**config.mk**
```make
export PLATFORM = sky130hd
export DESIGN_NAME = lcd_status_display
export DESIGN_NICKNAME = d
export VERILOG_FILES = /design/src/rtl/lcd_status_display.sv
export SDC_FILE = /design/constraint.sdc
export NUM_CORES = 1
export LEC_CHECK = 0
export CORE_MARGIN = 4
export CORE_UTILIZATION = 55
export CTS_CLUSTER_SIZE = 10
export DETAILED_ROUTE_END_ITERATION = 7
export PLACE_DENSITY = 0.75
export SYNTH_ARGS = -nofsm -noshare
export SYNTH_HDL_FRONTEND = slang
export SYNTH_SLANG_ARGS = --single-unit
```
**constraint.sdc**
```tcl
create_clock -name i_clk -period 3.5 [get_ports i_clk]
set_input_delay 1.05 -clock i_clk [delete_from_list [all_inputs] [get_ports i_clk]]
set_output_delay 1.05 -clock i_clk [all_outputs]
set_load 0.03 [all_outputs]
```
**src/rtl/lcd_status_display.sv**
```systemverilog
// HD44780 16x2 status display driver: power-on wait, fixed init sequence,
// then endless refresh of state name (line 1) and record/play times (line 2).
//
// state   | meaning
// S_PWR   | power-on wait before the first command
// S_INIT  | init commands 0x38, 0x0C, 0x01, 0x06
// S_L1CMD | cursor to line 1 (0x80), inputs snapshotted here
// S_L1CHR | 16 state-name characters
// S_L2CMD | cursor to line 2 (0xC0)
// S_L2CHR | 16 time characters
module lcd_status_display #(
   parameter int PWR_CYC = 12000,
   parameter int EN_CYC  = 1,
   parameter int CMD_CYC = 40,
   parameter int CLR_CYC = 1400
) (
   input  logic       i_clk,
   input  logic       i_rst_n,
   input  logic [2:0] i_state,
   input  logic [5:0] i_record_time,
   input  logic [5:0] i_play_time,
   output logic [7:0] o_LCD_DATA,
   output logic       o_LCD_EN,
   output logic       o_LCD_RS,
   output logic       o_LCD_RW,
   output logic       o_LCD_ON,
   output logic       o_LCD_BLON,
   output logic       o_init_done
);

   localparam int TMAX = (CLR_CYC > CMD_CYC) ?
                         ((CLR_CYC > EN_CYC) ? CLR_CYC : EN_CYC) :
                         ((CMD_CYC > EN_CYC) ? CMD_CYC : EN_CYC);
   localparam int TW   = $clog2(TMAX + 1);
   localparam int PW   = $clog2(PWR_CYC + 1);

   typedef enum logic [2:0] {S_PWR, S_INIT, S_L1CMD, S_L1CHR, S_L2CMD, S_L2CHR} state_t;
   typedef enum logic [1:0] {PH_SETUP, PH_PULSE, PH_WAIT} phase_t;

   state_t        state_q, state_d;
   phase_t        phase_q, phase_d;
   logic [PW-1:0] pwr_cnt_q, pwr_cnt_d;
   logic [TW-1:0] tmr_q, tmr_d;
   logic [3:0]    idx_q, idx_d;
   logic [7:0]    data_q, data_d;
   logic          rs_q, rs_d;
   logic          en_q, en_d;
   logic          done_q, done_d;
   logic          on_q;
   logic          snap_en;
   logic [2:0]    snap_state_q;
   logic [5:0]    snap_rec_q, snap_play_q;

   function automatic logic [7:0] txt_char(input logic [127:0] txt, input logic [3:0] idx);
      logic [127:0] sh;
      sh = txt >> {4'd15 - idx, 3'b000};
      return sh[7:0];
   endfunction

   function automatic logic [7:0] init_cmd(input logic [3:0] idx);
      case (idx)
         4'd0:    return 8'h38;
         4'd1:    return 8'h0C;
         4'd2:    return 8'h01;
         default: return 8'h06;
      endcase
   endfunction

   function automatic logic [7:0] line1_char(input logic [2:0] st, input logic [3:0] idx);
      logic [127:0] txt;
      case (st)
         3'd0:    txt = {"IDLE",        {12{8'h20}}};
         3'd7:    txt = {"I2C INIT",    {8{8'h20}}};
         3'd2:    txt = {"RECORDING",   {7{8'h20}}};
         3'd3:    txt = {"REC PAUSED",  {6{8'h20}}};
         3'd4:    txt = {"PLAYING",     {9{8'h20}}};
         3'd5:    txt = {"PLAY PAUSED", {5{8'h20}}};
         default: txt = {"UNKNOWN",     {9{8'h20}}};
      endcase
      return txt_char(txt, idx);
   endfunction

   // Each time is shown as two decimal digits with the leading zero kept.
   function automatic logic [7:0] line2_char(input logic [5:0] rec, input logic [5:0] ply,
                                             input logic [3:0] idx);
      logic [7:0]   rt, ro, pt, po;
      logic [127:0] txt;
      rt  = 8'h30 + 8'(rec / 6'd10);
      ro  = 8'h30 + 8'(rec % 6'd10);
      pt  = 8'h30 + 8'(ply / 6'd10);
      po  = 8'h30 + 8'(ply % 6'd10);
      txt = {"REC ", rt, ro, "  PLAY ", pt, po, " "};
      return txt_char(txt, idx);
   endfunction

   always_ff @(posedge i_clk or negedge i_rst_n) begin
      if (!i_rst_n) begin
         state_q      <= S_PWR;
         phase_q      <= PH_SETUP;
         pwr_cnt_q    <= '0;
         tmr_q        <= '0;
         idx_q        <= '0;
         data_q       <= 8'h00;
         rs_q         <= 1'b0;
         en_q         <= 1'b0;
         done_q       <= 1'b0;
         on_q         <= 1'b0;
         snap_state_q <= '0;
         snap_rec_q   <= '0;
         snap_play_q  <= '0;
      end else begin
         state_q   <= state_d;
         phase_q   <= phase_d;
         pwr_cnt_q <= pwr_cnt_d;
         tmr_q     <= tmr_d;
         idx_q     <= idx_d;
         data_q    <= data_d;
         rs_q      <= rs_d;
         en_q      <= en_d;
         done_q    <= done_d;
         on_q      <= 1'b1;
         if (snap_en) begin
            snap_state_q <= i_state;
            snap_rec_q   <= i_record_time;
            snap_play_q  <= i_play_time;
         end
      end
   end

   always_comb begin
      state_d   = state_q;
      phase_d   = phase_q;
      pwr_cnt_d = pwr_cnt_q;
      tmr_d     = tmr_q;
      idx_d     = idx_q;
      data_d    = data_q;
      rs_d      = rs_q;
      en_d      = 1'b0;
      done_d    = done_q;
      snap_en   = 1'b0;

      if (state_q == S_PWR) begin
         if (pwr_cnt_q == PW'(PWR_CYC - 1)) begin
            state_d   = S_INIT;
            phase_d   = PH_SETUP;
            pwr_cnt_d = '0;
            idx_d     = 4'd0;
            data_d    = init_cmd(4'd0);
            rs_d      = 1'b0;
         end else begin
            pwr_cnt_d = pwr_cnt_q + 1'b1;
         end
      end else begin
         case (phase_q)
            PH_SETUP: begin
               phase_d = PH_PULSE;
               en_d    = 1'b1;
               tmr_d   = TW'(EN_CYC - 1);
               snap_en = (state_q == S_L1CMD);
            end
            PH_PULSE: begin
               if (tmr_q == '0) begin
                  phase_d = PH_WAIT;
                  // The clear command needs the long settle time.
                  tmr_d   = (!rs_q && data_q == 8'h01) ? TW'(CLR_CYC - 1) : TW'(CMD_CYC - 1);
               end else begin
                  en_d  = 1'b1;
                  tmr_d = tmr_q - 1'b1;
               end
            end
            PH_WAIT: begin
               if (tmr_q != '0) begin
                  tmr_d = tmr_q - 1'b1;
               end else begin
                  phase_d = PH_SETUP;
                  case (state_q)
                     S_INIT: begin
                        if (idx_q == 4'd3) begin
                           state_d = S_L1CMD;
                           done_d  = 1'b1;
                           data_d  = 8'h80;
                           rs_d    = 1'b0;
                        end else begin
                           idx_d  = idx_q + 4'd1;
                           data_d = init_cmd(idx_q + 4'd1);
                        end
                     end
                     S_L1CMD: begin
                        state_d = S_L1CHR;
                        idx_d   = 4'd0;
                        rs_d    = 1'b1;
                        data_d  = line1_char(snap_state_q, 4'd0);
                     end
                     S_L1CHR: begin
                        if (idx_q == 4'd15) begin
                           state_d = S_L2CMD;
                           rs_d    = 1'b0;
                           data_d  = 8'hC0;
                        end else begin
                           idx_d  = idx_q + 4'd1;
                           data_d = line1_char(snap_state_q, idx_q + 4'd1);
                        end
                     end
                     S_L2CMD: begin
                        state_d = S_L2CHR;
                        idx_d   = 4'd0;
                        rs_d    = 1'b1;
                        data_d  = line2_char(snap_rec_q, snap_play_q, 4'd0);
                     end
                     S_L2CHR: begin
                        if (idx_q == 4'd15) begin
                           state_d = S_L1CMD;
                           rs_d    = 1'b0;
                           data_d  = 8'h80;
                        end else begin
                           idx_d  = idx_q + 4'd1;
                           data_d = line2_char(snap_rec_q, snap_play_q, idx_q + 4'd1);
                        end
                     end
                     default: state_d = S_PWR;
                  endcase
               end
            end
            default: phase_d = PH_SETUP;
         endcase
      end
   end

   assign o_LCD_DATA  = data_q;
   assign o_LCD_EN    = en_q;
   assign o_LCD_RS    = rs_q;
   assign o_LCD_RW    = 1'b0;
   assign o_LCD_ON    = on_q;
   assign o_LCD_BLON  = on_q;
   assign o_init_done = done_q;

endmodule

```
### Word-level counts from Yosys, hierarchy flattened

Cells that the tools add are included.

| word-level totals | value |
|---|---|
| bits in registers | 61 |
| logic and storage cells | 131 |
| bits of input ports | 17 |
| output and inout port bits | 14 |

| cells by class | value |
|---|---|
| eq/ne operators | 29 |
| divide/modulo/power cells | 4 |
| multiplexer cells | 52 |
| shifts and indexed selects | 2 |
| add/sub/neg operators | 8 |
| bitwise operators | 2 |
| reduce and logical (&&, ||, !) cells | 21 |

Operators by type and width:

| operator | count |
|---|---|
| 125-bit case mux with 6 select lines | 1 |
| 128-bit two-way mux | 5 |
| 128-bit by 7-bit right shift with 8-bit output | 1 |
| 127-bit by 7-bit right shift with 8-bit output | 1 |
| 8-bit two-way mux | 7 |
| 8-bit case mux with 5 select lines | 1 |
| 11-bit two-way mux | 3 |
| 11-bit case mux with 3 select lines | 1 |
| 6-bit by 8-bit adder with 8-bit output, first input constant | 4 |
| 4-bit two-way mux | 6 |
| 3-bit two-way mux | 7 |
| 3-bit != test, second input constant | 7 |
| 6-bit case mux with 3 select lines | 1 |
| 6-bit AND reduction | 3 |
| 6-bit by 4-bit divider with 8-bit output, second input constant | 2 |
| 6-bit by 4-bit remainder unit with 8-bit output, second input constant | 2 |
| 3-bit == test, second input constant | 5 |
| 3-bit case mux with 5 select lines | 1 |
| 14-bit by 1-bit adder with 14-bit output, second input constant | 1 |
| 14-bit == test, second input constant | 1 |
| 14-bit two-way mux | 1 |
| 3-bit by 2-bit == test with 1-bit output, second input constant | 4 |
| 4-bit case mux with 3 select lines | 1 |
| 11-bit zero test | 1 |
| 33 further kinds | 51 |

### Logic depth before layout (Yosys ltp)

Gate-level depths: netlist of run 1.

| depth | value |
|---|---|
| depth after elaboration | 13 |
| depth in mapped cells | 12 |
| depth with buffers taken out | 10 |

### Worst setup path after synthesis of run 1

Ideal clock, no wire load.

| timing | value |
|---|---|
| kind | reg2reg |
| from | register idx_q[0] |
| to | register data_q[6], in the netlist o_LCD_DATA[6] |
| cell stages (with the launch flop) | 12 |
| required time | 3.378 ns |
| arrival time | 2.556 ns |
| buffers on the path | 3 |
| path slack | 0.822 ns |
| clock period less this slack | 2.678 ns |
| cell sequence | dfrtp_1 > buf_2 > clkinv_1 > ha_1 > clkbuf_1 > clkbuf_1 > nor2_1 > a221o_1 > a31oi_1 > nand3_1 > a21oi_1 > o2bb2ai_1 |

| on the way | value |
|---|---|
| cells in the longest elaborated chain, start to end | 8 |
| elaborated cells between the ends (all ways) | 11 |

Ends and longest elaborated chain:

| what | RTL line | text |
|---|---|---|
| start, declared | 44 | `logic [3:0] idx_q, idx_d;` |
| start signal, assigned | 116 | `idx_q <= idx_d;` |
| 4-bit by 1-bit adder with 4-bit output | 201, 217 |  |
| 4-bit subtractor | 56 | `sh = txt >> {4'd15 - idx, 3'b000};` |
| 127-bit by 7-bit right shift with 8-bit output or 128-bit by 7-bit right shift with 8-bit output (tied branches) | 56 |  |
| 8-bit two-way mux, on equally long branches | 211, 195 |  |
| 8-bit case mux with 5 select lines (*) | 176 | `case (state_q)` |
| 8-bit two-way mux (*) | 172 | `if (tmr_q != '0) begin` |
| 8-bit two-way mux (*) | 154 | `case (phase_q)` |
| 8-bit two-way mux (*) | 142 | `if (state_q == S_PWR) begin` |
| end signal, assigned | 117 | `data_q <= data_d;` |
| end, declared | 45 | `logic [7:0] data_q, data_d;` |

Every way passes the cells marked *; elsewhere a longest branch is shown, timed or not. The select of a mux whose other input is x is not followed.
A chain may end at the register's enable or synchronous reset.

### Worst setup path after layout of run 1

| timing | value |
|---|---|
| from | register idx_q[1] |
| to | register data_q[1], in the netlist o_LCD_DATA[1] |

| on the way | value |
|---|---|
| cells in the longest elaborated chain, start to end | 8 |
| elaborated cells between the ends (all ways) | 17 |

Ends and longest elaborated chain:

| what | RTL line |
|---|---|
| 4-bit by 1-bit adder with 4-bit output | 185, 201, 217 |
| 4-bit subtractor (tied with other cells) | 56 |
| 127-bit by 7-bit right shift with 8-bit output (tied with other cells) | 56 |
| 8-bit two-way mux, on equally long branches | 211, 178, 195 |
| 8-bit case mux with 5 select lines (*) | 176 |
| 8-bit two-way mux (*) | 172 |
| 8-bit two-way mux (*) | 154 |
| 8-bit two-way mux (*) | 142 |

Marks and branches as above.

==> metrics.md, run 1 <==
| Metric | Value |
|---|---|
| Final TNS setup | `0 ns` |
| Yosys reg bits | `61` |
| Vias in the first global route | `4714` |
| Drc violations | `0` |
| Post-Route WL | `14.4 mm` |
| Resize count post-CTS | `0` |
| Core region area | `0.00885 mm²` |
| Worst path cell trace | `ha_1, buf_4, xor2_1, o21ai_0, a21oi_1, a2111oi_0, o21ai_0, o21ai_0, a211o_1` |
| Fill cell count | `781` |
| Data arrival time of the worst path | `3.33 ns` |
| CTS tree | `yes` |
| Sequential cell area fraction in the yosys report | `30.1%` |
| Clock Tree Buf Depth | `2` |
| Largest net degree at the start of global routing | `46` |
| Critical path's top delay family | `compound AO/OA/AOI/OAI gates` |
| Reg2reg setup slack | `0.40 ns` |
| Largest family of logic cells by synthesized area | `compound AO/OA/AOI/OAI gates` |
| RSZ-0062 raised after global routing | `no` |
| Ports | `31` |
| Complex-gate fraction of the synthesized area | `29.4%` |
| EDFF count, synth | `0` |
| Mux contribution to synthesized area | `2.61%` |
| Sw Share | `23.0%` |
| Synthesized cell area | `0.00508 mm²` |
| Crit path top cell by count | `o21ai_0` |
| Final Slew Violations | `0` |
| Clk_skew | `0.0176 ns` |
| CTS Sinks | `61` |
| Slowest-stage cell, CP | `xor2_1` |
| Synth cell types | `77` |
| Cell with the most instances after synthesis | `nand2_1` |
| Post-layout nets | `691` |
| Root Driver | `clkbuf_8` |
| Post-route ant nets | `0` |
| Crit path buf inv count | `1` |
| Hold Crit Endpoint | `pwr_cnt_q[4]` |
| Share of layout cells above drive strength 1 | `7.84%` |
| Starting density of the core | `57.4%` |
| Async S/R FF share, synth | `100%` |
| Clk Latency, worst-skew pair | `0.36 ns` |
| Crit start category | `flop` |
| IR drop worst, VDD | `0.000155 V` |
| FMAX | `323 MHz` |
| CTS H-Tree Depth | `3` |
| Count of input and output buffers | `29` |
| Final setup fails | `0` |
| WL/cell | `18.6 µm` |
| Synth Area in Adders | `4.14%` |
| RR Endpoint | `o_LCD_DATA[1]` |
| Num CTS Buffers | `9` |
| Hold-fix buffers, CTS | `0` |
| Area Overhead vs Synth | `10.9%` |
| Final worst-path cycle share | `88.5%` |
| Share of the synthesized area in the top cell type | `30.1%` |
| Reg power frac | `48.0%` |
| Clock Power Share | `49.3%` |
| Slew at the pin closest to its max-slew limit | `1.03 ns` |
| Synthesized instance count | `654` |
| Gate power share | `2.6%` |
| Post-synth top flop | `dfrtp_1` |
| Die width | `104 µm` |
| Leading area contributor after synthesis | `dfrtp_1` |
| Vias per cell | `6.57` |
| DR pass1 iterations | `5` |
| GRT Residual Overflow | `0` |
| Critical path class | `reg2reg` |
| Post-synth top cells | `nand2_1, o21ai_0, dfrtp_1` |
| Endpoint class of the critical path | `flop` |
| Net Sw Power | `337 µW` |
| Max Cap Viol | `0` |
| Final WS setup | `0.403 ns` |
| Antenna violations before repair | `0` |
| Top cells by area, synth | `dfrtp_1, o21ai_0, nand2_1` |
| Syn_area_per_cell | `7.76 µm²` |
| Crit path from | `idx_q[1]` |
| Final Hold Vio Count | `0` |
| Placer Congestion | `0.959` |
| Min-delay worst type | `reg2reg` |
| Total track usage | `26.7%` |
| Cell count of the worst hold path | `1` |
| Worst r2r path cells | `9` |
| Cell row count | `34` |
| Critical hold path startpoint | `pwr_cnt_q[4]` |
| DP HPWL | `10.5 mm` |
| Post-CTS Repair Setup Buffers | `0` |
| Height of the die | `104 µm` |
| PD cells | `261 mW/mm²` |
| Post-layout minimum cycle time | `3.10 ns` |
| Internal Power | `1.13 mW` |
| Crit-path max FO | `13` |
| Clock-pin slew on the worst setup and hold paths | `0.09 ns` |
| Post-Synth Simple-Gate Area | `24.6%` |
| CP max stage delay | `0.70 ns` |
| WHS | `0.484 ns` |
| Xor and xnor area share after synthesis | `3.28%` |
| Antenna Cells | `0` |
| Worst flop-to-flop path startpoint | `idx_q[1]` |
| Status | `finished clean` |
| CP required | `3.73 ns` |
| Leak Pwr | `2.30 nW` |
| Yosys warnings | `0` |
| Global-route wire length before repair | `24.1 mm` |
| Full die area | `0.0108 mm²` |
| Relative slew slack | `30.5%` |
| DR vias | `5063` |
| Placement Setup Slack | `0.566 ns` |
| Initial DRC count | `542` |
final cells by class:
cell class | instances | area, µm² | share of cell area (%)
clock buffer | 10 | 128 | 2.27
clock inverter | 6 | 95.1 | 1.69
inverter | 21 | 78.8 | 1.40
multi-input combinational | 520 | 3260 | 57.9
sequential | 61 | 1530 | 27.1
tap | 108 | 135 | 2.40
timing repair buffer | 45 | 405 | 7.20
worst max-delay path by stage:
stage / endpoint / slack [ns] / cells after the start
after floorplan: o_LCD_DATA[6] / 0.82 / 11
after global placement: o_LCD_DATA[1] / 0.69 / 9
after detailed placement: o_LCD_DATA[1] / 0.57 / 9
after CTS: o_LCD_DATA[1] / 0.54 / 9
after global routing: o_LCD_DATA[1] / 0.28 / 9
final: o_LCD_DATA[1] / 0.40 / 9
stage by stage:
step,total power [mW],utilization (%),cells,cell area [µm²]
after floorplan,0.726,-,655,5080
final,1.47,63.6,771,5630
after detailed placement,0.759,61.1,755,5410
after global placement,0.758,61.1,755,5410
after CTS,1.48,63.6,771,5630
after global routing,1.53,63.6,771,5630
cell usage in the layout, fill, tap and decap left out, types with 5 or more instances in the layout:
master / count
nand2_1: 70
o21ai_0: 67
dfrtp_1: 61
nor2_1: 51
a21oi_1: 50
clkdlybuf4s50_1: 28
nand3_1: 22
inv_1: 20
nor3_1: 16
ha_1: 16
buf_4: 16
nand2b_1: 15
o22ai_1: 13
nor2b_1: 13
a31oi_1: 12
xnor2_1: 10
mux2_2: 10
xor2_1: 9
clkbuf_8: 9
o211ai_1: 8
o31ai_1: 8
nand4_1: 6
nor4_1: 6
or3_1: 5
o21ai_1: 5
metal layers:
metal  up-vias  track usage, %  part of all wire (%)
met4         0            7.41                   2.2
met2       221            40.2                    45
li1       2426               -                     -
met1      2390            39.0                    46
met3        26            5.40                   7.2
met5         -               0                     0
state kept, by name, indices dropped and copies added, names as in the netlist:
register and count:
phase_q 2, snap_state_q 3, snap_rec_q 6, snap_play_q 6
o_LCD_RS 1, o_LCD_BLON 1, o_LCD_EN 1, o_init_done 1
o_LCD_DATA 8, state_q 3, pwr_cnt_q 14, idx_q 4
tmr_q 11
logic make-up (layout without fill, tap and decap cells):
kind of cell | Yosys count | in the layout
compound gates | 231 | 231
xor+xnor | 19 | 19
fa+ha+maj | 17 | 17
buf+inv | 74 | 82
flops | 61 | 61
mux | 12 | 12
other cells | 2 | 3
simple gates | 238 | 238
power groups by stage:
stage,clock network [mW],registers [mW],logic [mW]
6_report,0.724,0.705,0.0385
3_5_place_dp,0,0.719,0.0398
3_3_place_gp,0,0.719,0.0391
4_1_cts,0.738,0.705,0.0399
2_1_floorplan,0,0.720,0.00526
5_1_grt,0.778,0.705,0.0437
worst reg2reg max path: cells and delay by family, from the launching register on:
kind / cells / cell delay [ns]
DFF: 1 / 0.51
xor gates and xnor gates: 1 / 0.70
AOI/OAI and AO/OA: 6 / 1.29
buffers and inverters: 1 / 0.21
adders and majority gates: 1 / 0.27
Power figures use the tool's default switching activity.
==> run 2, diff against run 1 <==
--- a/config.mk
+++ b/config.mk
@@ -5,6 +5,7 @@
 export SDC_FILE = /design/constraint.sdc
 export NUM_CORES = 1
 export LEC_CHECK = 0
+export ABC_CLOCK_PERIOD_IN_PS = 3500
 export CORE_MARGIN = 4
 export CORE_UTILIZATION = 55
 export CTS_CLUSTER_SIZE = 10
@@ -13,3 +14,4 @@
 export SYNTH_ARGS = -nofsm -noshare
 export SYNTH_HDL_FRONTEND = slang
 export SYNTH_SLANG_ARGS = --single-unit
+export TNS_END_PERCENT = 5
==> results of run 2 <==
No change in the layout: final DEF, timing and power equal those of run 1.
==> run 3, diff against run 2 <==
--- a/config.mk
+++ b/config.mk
@@ -8,7 +8,6 @@
 export ABC_CLOCK_PERIOD_IN_PS = 3500
 export CORE_MARGIN = 4
 export CORE_UTILIZATION = 55
-export CTS_CLUSTER_SIZE = 10
 export DETAILED_ROUTE_END_ITERATION = 7
 export PLACE_DENSITY = 0.75
 export SYNTH_ARGS = -nofsm -noshare
==> results of run 3 <==
No change in the layout: final DEF, timing and power equal those of run 1.
